$ cat src/rtl/sipo_deser_pkg.sv
// Shared types and helpers for the serial-to-parallel deserializer.
// Imported by the top level and the shift core.
package sipo_deser_pkg;

  typedef enum logic {
    HUNT,
    COLLECT
  } state_t;

  function automatic int cnt_w(input int width);
    return $clog2(width);
  endfunction

endpackage

$ cat src/rtl/sipo_shift_core.sv
// Shift register and bit counter for one frame word.
// o_word includes the bit being accepted this cycle.
module sipo_shift_core
  import sipo_deser_pkg::*;
#(
  parameter int WIDTH     = 8,
  parameter bit MSB_FIRST = 1'b0
) (
  input  logic                    clk,
  input  logic                    rst_n,
  input  logic                    i_bit,
  input  logic                    i_en,
  input  logic                    i_restart,
  output logic [WIDTH-1:0]        o_word,
  output logic [cnt_w(WIDTH)-1:0] o_cnt,
  output logic                    o_done
);

  localparam int CW = cnt_w(WIDTH);

  logic [WIDTH-1:0] r_word;
  logic [WIDTH-1:0] w_word;
  logic [CW-1:0]    r_cnt;
  logic [CW-1:0]    w_pos;
  logic [CW-1:0]    w_idx;

  // sof restarts at position 0 and drops the partial word
  always_comb begin
    w_pos = i_restart ? '0 : r_cnt;
    w_idx = MSB_FIRST ? CW'(WIDTH-1) - w_pos
                      : w_pos;
    w_word = i_restart ? '0 : r_word;
    w_word[w_idx] = i_bit;
  end

  assign o_done = i_en
               && (w_pos == CW'(WIDTH-1));
  assign o_word = w_word;
  assign o_cnt  = r_cnt;

  always_ff @(posedge clk or negedge rst_n) begin
    if (!rst_n) begin
      r_word <= '0;
      r_cnt  <= '0;
    end else if (i_en) begin
      r_word <= o_done ? '0 : w_word;
      r_cnt  <= o_done ? '0
                       : w_pos + CW'(1);
    end
  end

endmodule

$ cat src/rtl/sipo_deser.sv
// Deserializer top: framing FSM, output word
// register with valid/ready handshake and overrun flag.
module sipo_deser
  import sipo_deser_pkg::*;
#(
  parameter int WIDTH     = 8,
  parameter bit MSB_FIRST = 1'b0
) (
  input  logic                    clk,
  input  logic                    rst_n,
  input  logic                    di,
  input  logic                    di_valid,
  input  logic                    sof,
  output logic [WIDTH-1:0]        dout,
  output logic                    dout_valid,
  input  logic                    dout_ready,
  output logic                    overrun,
  input  logic                    clr_overrun,
  output logic [cnt_w(WIDTH)-1:0] bit_cnt
);

  state_t r_state;
  state_t w_state_nxt;

  logic             w_en;
  logic             w_done;
  logic             w_drop;
  logic             w_accept;
  logic [WIDTH-1:0] w_word;
  logic [WIDTH-1:0] r_dout;
  logic             r_dout_valid;
  logic             r_overrun;

  always_comb begin
    w_state_nxt = r_state;
    w_en        = 1'b0;
    unique case (r_state)
      HUNT: begin
        w_en = di_valid && sof;
        if (w_en) w_state_nxt = COLLECT;
      end
      COLLECT: w_en = di_valid;
      default: w_state_nxt = HUNT;
    endcase
  end

  always_ff @(posedge clk or negedge rst_n) begin
    if (!rst_n) r_state <= HUNT;
    else        r_state <= w_state_nxt;
  end

  sipo_shift_core #(
    .WIDTH     (WIDTH),
    .MSB_FIRST (MSB_FIRST)
  ) u_core (
    .clk       (clk),
    .rst_n     (rst_n),
    .i_bit     (di),
    .i_en      (w_en),
    .i_restart (sof),
    .o_word    (w_word),
    .o_cnt     (bit_cnt),
    .o_done    (w_done)
  );

  assign w_accept = r_dout_valid && dout_ready;
  assign w_drop   = w_done && r_dout_valid
                 && !dout_ready;

  // a word completing alongside an accept replaces it
  always_ff @(posedge clk or negedge rst_n) begin
    if (!rst_n) begin
      r_dout       <= '0;
      r_dout_valid <= 1'b0;
      r_overrun    <= 1'b0;
    end else begin
      if (w_done && !w_drop) begin
        r_dout       <= w_word;
        r_dout_valid <= 1'b1;
      end else if (w_accept) begin
        r_dout_valid <= 1'b0;
      end
      if (w_drop)           r_overrun <= 1'b1;
      else if (clr_overrun) r_overrun <= 1'b0;
    end
  end

  assign dout       = r_dout;
  assign dout_valid = r_dout_valid;
  assign overrun    = r_overrun;

endmodule

$ cat config.mk
export PLATFORM = sky130hd
export DESIGN_NAME = sipo_deser
export DESIGN_NICKNAME = d
export VERILOG_FILES = /design/src/rtl/sipo_deser_pkg.sv /design/src/rtl/sipo_shift_core.sv /design/src/rtl/sipo_deser.sv
export SDC_FILE = /design/constraint.sdc
export NUM_CORES = 1
export LEC_CHECK = 0
export ABC_AREA = 1
export CAP_MARGIN = 20
export CORE_MARGIN = 2
export CORE_UTILIZATION = 46
export CTS_BUF_LIST = sky130_fd_sc_hd__clkbuf_8 sky130_fd_sc_hd__clkbuf_16
export DETAILED_ROUTE_END_ITERATION = 10
export PLACE_DENSITY = 0.72
export SETUP_SLACK_MARGIN = 0.15
export SYNTH_ARGS = -nofsm -noshare
export SYNTH_HDL_FRONTEND = slang
export SYNTH_SLANG_ARGS = --single-unit
$ cat constraint.sdc
create_clock -name clk -period 2.6 [get_ports clk]
set_clock_uncertainty 0.15 [all_clocks]
set_input_delay 0.39 -clock clk [delete_from_list [all_inputs] [get_ports clk]]
set_output_delay 0.39 -clock clk [all_outputs]
set_load 0.05 [all_outputs]
==> flow_summary.ini <==
[run_status]
status = complete, no violations

[timing]
setup_viol = 0
period_minus_slack_ps = 2220
worst_pin_slew_ps = 499
timing.fmax_mhz = 451
rsz0062_at_grt = false
slew_violations = 0
timing.final.crit_share_pct = 85.3
worst_slack_ps = 383
slew_headroom_pct = 66.6
hold_violations = 0
setup-tns-final_ps = 0

[drt]
ant_nets = 0
route.detailed.drc = 0
wl_per_cell_um = 13.5
via_per_inst = 5.48
drt_pass1_iterations = 4
routed_wl_um = 2610
drt-initial-drc-count = 35
dr_total_vias = 1058

[die]
chipWidth_um = 53.2
core.rowCount = 17
num_io_pins = 20
dieArea_um2 = 2830
core_um2 = 2250
die_h_um = 53.2
initial_core_util_pct = 49.3

[cells_and_area]
layout.cells.most_common = nand2_1
areaGrowthSynthToFinish_pct = 24.4
final_nets = 176
drive_above_1_share_pct = 9.09
diodes = 0
final_cell_mix = 57 x nand2_1, 23 x nand3_1, 22 x dfrtp_1, 19 x clkdlybuf4s50_1, 10 x inv_1
fillers = 210

[clocking]
clock-sinks = 22
cts_resized = 0
path_clk_slew_ps = 70
cts-hold-fix-buffers = 0
postCtsSetupRepairBufs = 0
clockBufferDepth = 2
cts_made_buffers = 3
clkLatencyLatePin_ps = 260
cts_tree = yes
clock-root-buffer = clkbuf_8
htree_levels = 1

[yosys]
synth_cell_types = 17
synth_cells = 143
synth_top_area_share_pct = 49.5
yosysSeqAreaShare_pct = 49.5
ys_warn_count = 0
syn-num-nets = 152
synth_seq_cells = 22
synth_area_um2 = 1110
avgSynthCellArea_um2 = 7.78
synthTopCellsByArea = dfrtp_1 49%, nand2_1 19%, nand3_1 10%
yosysTopAreaCell = dfrtp_1

[pwr]
power_frac_clock_pct = 27.4
power.density_nw_per_um2 = 538
seqPwrFrac_pct = 51.9
p_int_w = 0.000517
leakagePower_nw = 0.711
comb_power_share_pct = 20.7
p_sw_w = 0.000228
vdd_drop_max_mv = 0.415
netSwitchingFraction_pct = 30.6

[worst_setup_path]
crit_required_ps = 2600
crit_fanout = 9
crit_path_start_kind = flop
crit_chain = inv_1, nor2_1, ha_1, ha_1, nand3_2, nor2_4, inv_2, nand2_1, nand2_1
crit_type = reg -> reg
crit_slowest_cell = dfrtp_1
end_kind = flop
worst_path_largest_cell_delay_ps = 500
worstPathArrival_ps = 2210

[placed_design]
pre_cts_ws_ps = 193
gp_congestion = 0.854
port_buffers = 19
dpl.hpwl_um = 1980

[global_routing]
track_usage_pct = 21.6
grt_max_degree = 23
grt_first_pass_wirelength_um = 4330
grt_pass1_vias = 975
antenna_found_initial = 0
grt_remaining_overflow = 0

[flow_run]
maxCapViolations = 0

[hold_path]
min_path_type = in -> async
-- final timing paths --
kind | endpoint | startpoint | depth (start not counted) | slack [ps]
worst max register to register | dout[5]$_DFFE_PN0P_ | u_core.o_cnt[0]$_DFFE_PN0P_ | 9 | 380
worst max-delay path | dout[5]$_DFFE_PN0P_ | u_core.o_cnt[0]$_DFFE_PN0P_ | 9 | 380
worst min register to register | u_core.r_word[5]$_DFFE_PN0P_ | u_core.r_word[5]$_DFFE_PN0P_ | 2 | 330
min in group clk | u_core.r_word[5]$_DFFE_PN0P_ | u_core.r_word[5]$_DFFE_PN0P_ | 2 | 330
worst min-delay path | u_core.o_cnt[2]$_DFFE_PN0P_ | rst_n | 2 | 330
max in group asynchronous | dout[6]$_DFFE_PN0P_ | rst_n | 2 | 1740
-- cell usage after synthesis (all sizes together) --
master / number
buf: 3
dfrtp: 22
ha: 2
inv: 13
nand2: 59
nand3: 24
nand4: 7
nor2: 7
o21ai: 5
o22ai: 1
-- power by group through the flow --
| stage | combinational (W) | clock [W] | sequential (W) |
|---|---|---|---|
| detailed placement | 0.000154 | 0 | 0.000392 |
| floorplan | 0.0000678 | 0 | 0.000417 |
| global placement | 0.000149 | 0 | 0.000391 |
| CTS | 0.000154 | 0.000209 | 0.000385 |
| finish | 0.000154 | 0.000204 | 0.000387 |
| global route | 0.000169 | 0.000222 | 0.000389 |
-- metal layers --
layer	global-route usage, %	part of all wire (%)	vias up
met4	8.55	2.3	0
met2	37.1	50	40
met3	5.65	6.3	10
met1	25.5	42	496
met5	0	0	-
li1	-	-	512
-- sequential cells by signal, indices dropped and copies added, names as in the netlist --
register	cells
r_state	1
u_core.o_cnt	3
dout_valid	1
dout	8
u_core.r_word	8
overrun	1
-- cells by family (layout without fill, tap and decap cells) --
family	Yosys count	in the layout	share of synthesized area (%)
fa+ha+maj	2	2	2.25
flops	22	22	49.5
simple gates	97	97	39.5
buf+inv	16	38	5.96
compound gates	6	6	2.81
-- area by class of cell --
class / count / area [um^2] / area share, %
repair buffers: 22 / 213 / 15.4
clock buffers: 3 / 41.3 / 2.98
multi-input cells: 105 / 495 / 35.8
well taps: 28 / 35.0 / 2.53
inverters: 13 / 48.8 / 3.53
flip-flops and latches: 22 / 551 / 39.8
-- through the flow --
stage / area (um^2) / std cells / hold slack [ps] / util [%] / power, W
after global placement: 1340 / 190 / 303 / 59.5 / 0.000540
after floorplan: 1110 / 143 / -55.6 / - / 0.000484
after detailed placement: 1340 / 190 / 316 / 59.5 / 0.000546
final: 1380 / 193 / 327 / 61.4 / 0.000745
after CTS: 1380 / 193 / 334 / 61.4 / 0.000748
after global routing: 1380 / 193 / 358 / 61.4 / 0.000780
-- critical path: cells and delay by family, from the launching register on --
kind | cells | cell delay [ps]
adders and majority gates | 2 | 390
and+or+nand+nor | 5 | 730
DFF | 1 | 500
buffers and inverters | 2 | 320
Note: power is estimated with default switching activity, not from simulation.
